--- config.mk ---
export PLATFORM = sky130hd
export DESIGN_NAME = aspect_rect_animator
export DESIGN_NICKNAME = d
export VERILOG_FILES = /design/src/rtl/aspect_pkg.sv /design/src/rtl/gran_sequencer.sv /design/src/rtl/aspect_rect_animator.sv
export SDC_FILE = /design/constraint.sdc
export NUM_CORES = 1
export LEC_CHECK = 0
export CAP_MARGIN = 10
export CORE_MARGIN = 4
export CORE_UTILIZATION = 55
export CTS_BUF_LIST = sky130_fd_sc_hd__clkbuf_8
export CTS_CLUSTER_DIAMETER = 60
export DETAILED_ROUTE_END_ITERATION = 16
export GPL_ROUTABILITY_DRIVEN = 0
export GPL_TIMING_DRIVEN = 0
export PLACE_DENSITY = 0.84
export REMOVE_ABC_BUFFERS = 1
export SKIP_CTS_REPAIR_TIMING = 1
export SLEW_MARGIN = 20
export SYNTH_ARGS = -nofsm -noshare
export SYNTH_HDL_FRONTEND = slang
export SYNTH_SLANG_ARGS = --single-unit
--- constraint.sdc ---
create_clock -name clk -period 7.3 [get_ports clk]
set_input_delay 2.19 -clock clk [delete_from_list [all_inputs] [get_ports clk]]
set_output_delay 2.19 -clock clk [all_outputs]
set_load 0.01 [all_outputs]
--- src/rtl/aspect_pkg.sv ---
// aspect_pkg: shared types, aspect presets and target clamp for the rectangle animator.
package aspect_pkg;

    typedef enum logic [1:0] {STATIC = 2'b00, RAMP = 2'b01, BOUNCE = 2'b10, FREEZE = 2'b11} mode_e;
    typedef enum logic [2:0] {HOLD, RAMP_UP, RAMP_DOWN, BOUNCE_UP, BOUNCE_DOWN} state_e;

    localparam int ASPECT_16_9_W = 16;
    localparam int ASPECT_16_9_H = 9;
    localparam int ASPECT_4_3_W  = 4;
    localparam int ASPECT_4_3_H  = 3;

    function automatic int clamp_gran(int t, int gmax);
        return (t < 1) ? 1 : ((t > gmax) ? gmax : t);
    endfunction

endpackage

--- src/rtl/gran_sequencer.sv ---
// gran_sequencer: frame-synchronous granularity FSM (jump, ramp, bounce, freeze).
module gran_sequencer
    import aspect_pkg::*;
#(
    parameter int GRAN_W      = 7,
    parameter int GRAN_MAX    = 120,
    parameter int GRAN_RESET  = 1,
    parameter int STEP_FRAMES = 4
) (
    input  logic              clk,
    input  logic              rst_n,
    input  logic              frame_start,
    input  logic [GRAN_W-1:0] gran_target,
    input  logic [1:0]        mode,
    output logic [GRAN_W-1:0] gran_cur,
    output logic [GRAN_W-1:0] gran_nxt,
    output logic              busy
);

    localparam int CNT_W = (STEP_FRAMES > 1) ? $clog2(STEP_FRAMES) : 1;

    state_e            state_q, state_d;
    mode_e             mode_q, mode_d, m;
    logic [CNT_W-1:0]  cnt_q, cnt_d, cnt_base;
    logic [GRAN_W-1:0] gran_q, gran_d, tgt;
    logic              hit, up;

    always_comb begin
        m        = mode_e'(mode);
        tgt      = GRAN_W'(clamp_gran(int'(gran_target), GRAN_MAX));
        cnt_base = (m != mode_q) ? '0 : cnt_q;
        hit      = cnt_base == CNT_W'(STEP_FRAMES - 1);
        up       = (state_q == BOUNCE_DOWN) ? (gran_q <= GRAN_W'(1)) : (gran_q < GRAN_W'(GRAN_MAX));
        state_d  = state_q;
        mode_d   = mode_q;
        gran_d   = gran_q;
        cnt_d    = cnt_q;
        if (frame_start) begin
            mode_d = m;
            cnt_d  = hit ? '0 : cnt_base + 1'b1;
            case (m)
                STATIC: begin
                    state_d = HOLD;
                    gran_d  = tgt;
                    cnt_d   = '0;
                end
                FREEZE: begin
                    state_d = HOLD;
                    cnt_d   = '0;
                end
                RAMP: begin
                    // direction re-evaluated every frame so a crossing target reverses the ramp
                    if (hit && gran_q != tgt)
                        gran_d = (tgt > gran_q) ? gran_q + 1'b1 : gran_q - 1'b1;
                    state_d = (gran_d == tgt) ? HOLD : ((tgt > gran_q) ? RAMP_UP : RAMP_DOWN);
                    if (gran_d == tgt)
                        cnt_d = '0;
                end
                default: begin
                    if (hit)
                        gran_d = up ? gran_q + 1'b1 : gran_q - 1'b1;
                    state_d = (hit ? up : (state_q != BOUNCE_DOWN)) ? BOUNCE_UP : BOUNCE_DOWN;
                end
            endcase
        end
    end

    always_ff @(posedge clk) begin
        if (!rst_n) begin
            state_q <= HOLD;
            mode_q  <= STATIC;
            cnt_q   <= '0;
            gran_q  <= GRAN_W'(GRAN_RESET);
        end else begin
            state_q <= state_d;
            mode_q  <= mode_d;
            cnt_q   <= cnt_d;
            gran_q  <= gran_d;
        end
    end

    assign gran_cur = gran_q;
    assign gran_nxt = gran_d;
    assign busy     = state_q != HOLD;

endmodule

--- src/rtl/aspect_rect_animator.sv ---
// aspect_rect_animator: configurable-aspect rectangle and border mask with animated scale.
module aspect_rect_animator
    import aspect_pkg::*;
#(
    parameter int COORD_W     = 11,
    parameter int GRAN_W      = 7,
    parameter int GRAN_MAX    = 120,
    parameter int GRAN_RESET  = 1,
    parameter int ASPECT_W    = ASPECT_16_9_W,
    parameter int ASPECT_H    = ASPECT_16_9_H,
    parameter int X_START     = 100,
    parameter int Y_START     = 50,
    parameter int H_ACTIVE    = 1920,
    parameter int V_ACTIVE    = 1080,
    parameter int BORDER      = 2,
    parameter int STEP_FRAMES = 4
) (
    input  logic               clk,
    input  logic               rst_n,
    input  logic               frame_start,
    input  logic               pixel_valid,
    input  logic [COORD_W-1:0] pixel_x,
    input  logic [COORD_W-1:0] pixel_y,
    input  logic [GRAN_W-1:0]  gran_target,
    input  logic [1:0]         mode,
    output logic               out_valid,
    output logic               rect_on,
    output logic               rect_edge,
    output logic [GRAN_W-1:0]  gran_cur,
    output logic               busy
);

    localparam int PW = COORD_W + GRAN_W;
    localparam int CW = COORD_W + 2;

    logic [GRAN_W-1:0]  gran_nxt, g;
    logic [PW-1:0]      pw, ph;
    logic [COORD_W-1:0] rect_w_q, rect_w_d, rect_h_q, rect_h_d;
    logic [CW-1:0]      x, y, x0, y0, x1, y1;
    logic               in_c, edge_c;

    gran_sequencer #(
        .GRAN_W(GRAN_W), .GRAN_MAX(GRAN_MAX), .GRAN_RESET(GRAN_RESET), .STEP_FRAMES(STEP_FRAMES)
    ) u_seq (
        .clk(clk), .rst_n(rst_n), .frame_start(frame_start), .gran_target(gran_target),
        .mode(mode), .gran_cur(gran_cur), .gran_nxt(gran_nxt), .busy(busy)
    );

    always_comb begin
        // dimensions track the sequencer's next value so they load on the same edge as gran_cur
        g        = rst_n ? gran_nxt : GRAN_W'(GRAN_RESET);
        pw       = PW'(ASPECT_W) * PW'(g);
        ph       = PW'(ASPECT_H) * PW'(g);
        rect_w_d = (pw > PW'(H_ACTIVE - X_START)) ? COORD_W'(H_ACTIVE - X_START) : COORD_W'(pw);
        rect_h_d = (ph > PW'(V_ACTIVE - Y_START)) ? COORD_W'(V_ACTIVE - Y_START) : COORD_W'(ph);
        x        = CW'(pixel_x);
        y        = CW'(pixel_y);
        x0       = CW'(X_START);
        y0       = CW'(Y_START);
        x1       = x0 + CW'(rect_w_q);
        y1       = y0 + CW'(rect_h_q);
        in_c     = pixel_valid && x >= x0 && x < x1 && y >= y0 && y < y1;
        edge_c   = in_c && (x < x0 + CW'(BORDER) || x + CW'(BORDER) >= x1 ||
                            y < y0 + CW'(BORDER) || y + CW'(BORDER) >= y1);
    end

    always_ff @(posedge clk) begin
        rect_w_q <= rect_w_d;
        rect_h_q <= rect_h_d;
        if (!rst_n) begin
            out_valid <= 1'b0;
            rect_on   <= 1'b0;
            rect_edge <= 1'b0;
        end else begin
            out_valid <= pixel_valid;
            rect_on   <= in_c;
            rect_edge <= edge_c;
        end
    end

endmodule

==> results of run 1 <==
## worst paths after layout
kind                                        start              to  slack, ns  cells past startpoint
worst min register to register     u_seq.cnt_q[0]  u_seq.cnt_q[0]       0.46                      2
worst max register to register  u_seq.gran_cur[2]     rect_h_q[3]       2.14                     18
worst min-delay path               u_seq.cnt_q[0]  u_seq.cnt_q[0]       0.46                      2
worst max-delay path               gran_target[2]     rect_h_q[3]       0.41                     22
## kinds of logic after synthesis
group	Yosys count	share of synthesized area (%)
AOI/OAI and AO/OA	136	23.3
DFF	36	17.6
muxes	6	1.50
xor gates and xnor gates	52	11.1
adders and majority gates	63	19.4
and+or+nand+nor	174	22.8
buffers and inverters	46	4.28
## worst reg2reg max path, cell delays in order (launching register included)
cell	delay, ns
dfxtp_1	0.54
clkinv_1	0.32
ha_1	0.43
nand3b_1	0.14
a21o_1	0.27
nand2_2	0.14
mux2_2	0.36
o31ai_1	0.20
a21oi_1	0.11
a41oi_2	0.26
a21oi_1	0.15
ha_1	0.22
ha_1	0.21
fa_1	0.42
xor2_1	0.19
or4_1	0.45
a41o_1	0.23
o31a_2	0.33
nor2b_1	0.13
## registers in the layout, indices dropped and copies added (netlist names)
name / count
u_seq.mode_q: 2
u_seq.gran_cur: 7
out_valid: 1
u_seq.state_q: 3
rect_on: 1
u_seq.cnt_q: 2
rect_edge: 1
rect_h_q: 11
rect_w_q: 8
## final cells by class
type                    instances  area, um2
multi-input cells             431       3240
fillers                       631       2480
flip-flops and latches         36        721
repair buffers                 45        450
well taps                      99        124
inverters                      30        113
clock buffers                   7       96.3
clock inverters                 1       30.0
## metrics by stage
| step | utilization, % | cells | power, uW |
|---|---|---|---|
| floorplan | - | 497 | 378 |
| global placement | 63.5 | 641 | 449 |
| detailed placement | 63.5 | 641 | 459 |
| CTS | 65.3 | 649 | 650 |
| global route | 65.8 | 649 | 695 |
| finish | 65.8 | 649 | 655 |
## metal layers
layer	GRT usage [%]	vias up
li1	-	1958
met5	0	-
met3	3.29	38
met4	8.66	0
met2	43.7	173
met1	29.0	1867
## cells in the final DEF, fill, tap and decap left out, types with 13 or more instances in the layout
master	netlist	final
ha_1	62	62
clkdlybuf4s50_1	0	39
dfxtp_1	36	36
nor2_1	36	35
xnor2_1	34	34
nand3_1	30	30
inv_1	29	29
a21oi_1	32	29
nand2_1	29	27
xor2_1	18	18
o21ai_0	19	17
a21o_1	14	14
and3_1	13	13
## report_power, final
group	switching (uW)	total [uW]	internal, uW
Sequential	15.0	224	209
Clock	70.8	191	120
Combinational	129	239	110
Total	215	655	440
## cell usage after synthesis (all sizes together) (3+ instances only)
| cell | count |
|---|---|
| a2111oi | 3 |
| a21boi | 3 |
| a21o | 14 |
| a21oi | 34 |
| a41oi | 3 |
| and2 | 8 |
| and3 | 14 |
| buf | 4 |
| clkbuf | 12 |
| dfxtp | 36 |
| ha | 62 |
| inv | 29 |
| mux2i | 5 |
| nand2 | 29 |
| nand2b | 10 |
| nand3 | 30 |
| nand3b | 3 |
| nand4 | 6 |
| nor2 | 37 |
| nor2b | 11 |
| nor3 | 9 |
| nor4 | 5 |
| o211ai | 5 |
| o21a | 8 |
| o21ai | 27 |
| o311ai | 6 |
| o31a | 7 |
| o31ai | 4 |
| or4 | 3 |
| xnor2 | 34 |
| xor2 | 18 |
==> results.sh, run 1 <==
export IMPL_status="complete, no violations"
export IMPL_syn2layout_area_growth_pct=16.6
export IMPL_vias=4036
export IMPL_start_kind="input port"
export IMPL_place_hpwl_mm=8.21
export IMPL_cp_max_fo=5
export IMPL_drt_iter0_markers=220
export IMPL_cts_root_buf="clkbuf_8"
export IMPL_synth_seq_cells=36
export IMPL_worstSkewPairLatency_ns=0.29
export IMPL_finalWirelength_mm=10.7
export IMPL_ys_flop_type="dfxtp_1"
export IMPL_grt_pass1_wl_mm=17.7
export IMPL_n_antenna_cell=0
export IMPL_path_delay_family="compound AO/OA/AOI/OAI gates"
export IMPL_route_detailed_drc=0
export IMPL_tns_ns=0
export IMPL_htreeDepth=2
export IMPL_grt_pass1_vias=3940
export IMPL_start_util_pct=56.5
export IMPL_grt_max_degree=26
export IMPL_endpoint_kind="flop"
export IMPL_std_cell_rows=31
export IMPL_post_route_min_period_ns=6.89
export IMPL_cp_num_buf_inv=2
export IMPL_highest_layer="met4"
export IMPL_p_leak_uw=0.00202
export IMPL_grt_setup_unrepaired="no"
export IMPL_post_place_ws_ns=-0.637
export IMPL_synth_top_area_share_pct=18.9
export IMPL_avgSynthCellArea_um2=7.99
export IMPL_clk_pin_slew_ns=0.07
export IMPL_die_h_um=94.3
export IMPL_io_pins=46
export IMPL_finish_instance_area_um2=4780
export IMPL_first_pass_iters=5
export IMPL_worstPathCellList="clkdlybuf4s50_1, nor2_1, a21oi_1, o21ai_2, inv_1, ha_1, nand3b_1, a21o_1, nand2_2, mux2_2, o31ai_1, a21oi_1, a41oi_2, a21oi_1, ha_1, ha_1, fa_1, xor2_1, or4_1, a41o_1, o31a_2, nor2b_1"
export IMPL_antenna_found_initial=0
export IMPL_placed_area_um2=4610
export IMPL_fin_ws_ns=0.408
export IMPL_slowest_delay_ns=0.45
export IMPL_slew_viol_final=0
export IMPL_timing_fmax_mhz=145
export IMPL_worstMarginPinSlew_ns=0.899
export IMPL_cp_slowest_cell="or4_1"
export IMPL_clockBufferDepth=2
export IMPL_setup_viol=0
export IMPL_ys_types=70
export IMPL_peakVddDrop_mv=0.0986
export IMPL_crit_type="input port to flop"
export IMPL_synth_edff_count=0
export IMPL_die_area_um2=8890
export IMPL_met2_wirelength_mm=5.31
export IMPL_yosysWarnings=0
export IMPL_maxSlewHeadroom_pct=39.9
export IMPL_worstPathArrival_ns=7.12
export IMPL_holdWs_ns=0.461
export IMPL_core_area_um2=7250
export IMPL_required_ns=7.53
export IMPL_synthTopCellsByArea="ha_1 (19%), dfxtp_1 (18%), xnor2_1 (7.3%)"
export IMPL_cts_sinks=36
export IMPL_finalClockSkew_ns=0.00849
export IMPL_antenna_left=0
export IMPL_wl_met3_um=637
export IMPL_yosysTopAreaCell="ha_1"
export IMPL_max_cap_violations=0
export IMPL_avgViaCountPerCell=6.22
export IMPL_cts_buffers=5
export IMPL_netlist_area_um2=4100
export IMPL_wl_met1_mm=4.44
export IMPL_fin_crit_sh_pct=94.4
export IMPL_drive_gt1_share_pct=6.91
export IMPL_grt_ovfl_total=0
export IMPL_die_w_um=94.3
export IMPL_final_hold_violation_count=0
export IMPL_fin_nets=647
export IMPL_routedWlPerCell_um=16.5
export IMPL_io_buffer_count=45
export IMPL_power_density_nw_per_um2=137
export IMPL_cts_tree="built"
export IMPL_hp_class="flop to flop"
export IMPL_yosysSeqAreaShare_pct=17.6
export IMPL_syn_inst=513
export IMPL_async_flop_share_pct=0
export IMPL_grtUsageTotal_pct=24.2
Note: power is estimated with default switching activity, not from simulation.
==> run 2: changes to the inputs <==
Settings changed: CORE_UTILIZATION 55 to 30, PLACE_DENSITY 0.84 to 0.54.
==> run 2 against run 1 <==
  * Sequential share of layout area shrank 0.25 points
  * Worst hold slack worse by 0.0014 ns
  * Register-to-register slack improved by 0.03 ns
  * Combinational power is essentially flat
  * Clock skew grew 0.0030 ns
  * Count of clock-buffer cells in the layout down 2
  * Sequential power barely moved
==> results.sh, run 2 (synthesized netlist as in run 1, its figures left out) <==
export IMPL_syn2layout_area_growth_pct=18.6
export IMPL_timing_fmax_mhz=145
export IMPL_first_pass_iters=6
export IMPL_fin_crit_sh_pct=94.5
export IMPL_fin_ws_ns=0.400
export IMPL_n_antenna_cell=0
export IMPL_cts_sinks=36
export IMPL_std_cell_rows=42
export IMPL_crit_type="input port to flop"
export IMPL_fin_nets=648
export IMPL_max_cap_violations=0
export IMPL_finalWirelength_mm=11.0
export IMPL_avgViaCountPerCell=5.38
export IMPL_intPower_uw=418
export IMPL_switching_power_uw=213
export IMPL_cts_buffers=5
export IMPL_htreeDepth=2
export IMPL_start_kind="input port"
export IMPL_io_buffer_count=45
export IMPL_grt_setup_unrepaired="no"
export IMPL_worstMarginPinSlew_ns=0.908
export IMPL_power_density_nw_per_um2=130
export IMPL_worstPathArrival_ns=7.11
export IMPL_drt_iter0_markers=312
export IMPL_placed_area_um2=4700
export IMPL_post_route_min_period_ns=6.90
export IMPL_setup_viol=0
export IMPL_cts_root_buf="clkbuf_8"
export IMPL_fill_cells=1392
export IMPL_maxSlewHeadroom_pct=39.3
export IMPL_vias=3914
export IMPL_routedWlPerCell_um=15.2
export IMPL_clkPwrFrac_pct=27.0
export IMPL_cts_tree="built"
export IMPL_route_detailed_drc=0
export IMPL_grt_pass1_vias=3805
export IMPL_endpoint_kind="flop"
export IMPL_grtUsageTotal_pct=13.8
export IMPL_drive_gt1_share_pct=6.53
export IMPL_required_ns=7.51
export IMPL_most_common_layout_cells="ha_1 (62), clkdlybuf4s50_1 (39), dfxtp_1 (36)"
export IMPL_die_area_um2=15600
export IMPL_comb_power_share_pct=37.5
export IMPL_start_util_pct=30.8
export IMPL_slew_viol_final=0
export IMPL_grt_pass1_wl_mm=18.4
export IMPL_grt_ovfl_total=0
export IMPL_seq_power_share_pct=35.5
export IMPL_place_hpwl_mm=8.69
export IMPL_finish_instance_area_um2=4860
export IMPL_p_leak_uw=0.00202
export IMPL_clockBufferDepth=2
export IMPL_worstSkewPairLatency_ns=0.28
export IMPL_die_w_um=125
export IMPL_io_pins=46
export IMPL_antenna_left=0
export IMPL_status="complete, no violations"
export IMPL_power_share_switching_pct=33.7
export IMPL_post_place_ws_ns=-0.651
export IMPL_core_area_um2=13300
export IMPL_largest_reg_flops=11
export IMPL_multiInputGateArea_um2=3240
export IMPL_final_common_cell="ha_1"
export IMPL_die_h_um=125
export IMPL_final_hold_violation_count=0
export IMPL_clk_pin_slew_ns=0.07
export IMPL_grt_max_degree=26
export IMPL_cp_max_fo=25
export IMPL_finalClockSkew_ns=0.0115
export IMPL_antenna_found_initial=0
export IMPL_peakVddDrop_mv=0.102
export IMPL_hp_class="flop to flop"
export IMPL_regMostFlops="rect_h_q"
export IMPL_seq_area_um2=721
run 2: layout make-up:
| class | instances | share of cell area (%) |
|---|---|---|
| tap | 176 | 4.53 |
| sequential | 36 | 14.8 |
| inverter | 30 | 2.32 |
| clock inverter | 3 | 0.799 |
| clock buffer | 5 | 1.42 |
| multi-input combinational | 431 | 66.7 |
| timing repair buffer | 46 | 9.43 |
run 2: per-stage QoR:
stage | utilization [%] | setup TNS (ns) | hold WS, ns | std cells | total power, uW
floorplan | - | 0 | 0.411 | 497 | 378
global placement | 35.4 | -4.00 | 0.427 | 718 | 456
detailed placement | 35.4 | -3.73 | 0.450 | 718 | 461
CTS | 36.2 | -1.68 | 0.468 | 726 | 635
global route | 36.5 | 0 | 0.502 | 727 | 678
finish | 36.5 | 0 | 0.460 | 727 | 631
run 2: worst paths after layout:
kind / from / endpoint / slack [ns] / depth (start not counted)
worst max register to register: u_seq.gran_cur[5] / rect_h_q[3] / 2.17 / 18
worst max-delay path: mode[1] / rect_h_q[3] / 0.40 / 19
worst min-delay path: u_seq.cnt_q[1] / u_seq.cnt_q[1] / 0.46 / 2
worst min register to register: u_seq.cnt_q[1] / u_seq.cnt_q[1] / 0.46 / 2
run 2: layer usage:
| layer | share of wire [%] | global-route usage (%) | vias up | routed length, um |
|---|---|---|---|---|
| li1 | - | - | 1953 | - |
| met2 | 47 | 23.4 | 116 | 5220 |
| met3 | 4.7 | 2.79 | 19 | 515 |
| met4 | 1.6 | 3.57 | 0 | 180 |
| met1 | 46 | 17.9 | 1826 | 5120 |
| met5 | 0 | 0 | - | 0 |
run 2: worst max-delay path: stages:
cell,delay [ns]
clkbuf_2,0.32
xor2_1,0.24
nor2_1,0.15
and2_1,0.17
ha_1,0.45
inv_1,0.21
nor2_1,0.31
nor2_1,0.10
a21oi_1,0.15
o311ai_0,0.16
o21ai_1,0.37
ha_1,0.34
ha_1,0.23
fa_1,0.40
xor2_1,0.20
or4_1,0.44
a41o_1,0.23
o31a_2,0.33
nor2b_1,0.11
run 2: power by group through the flow:
stage / sequential (uW) / combinational, uW / clock, uW
2_1_floorplan: 226 / 153 / 0
3_3_place_gp: 228 / 227 / 0
3_5_place_dp: 228 / 233 / 0
4_1_cts: 224 / 235 / 176
5_1_grt: 226 / 269 / 184
6_report: 224 / 237 / 170
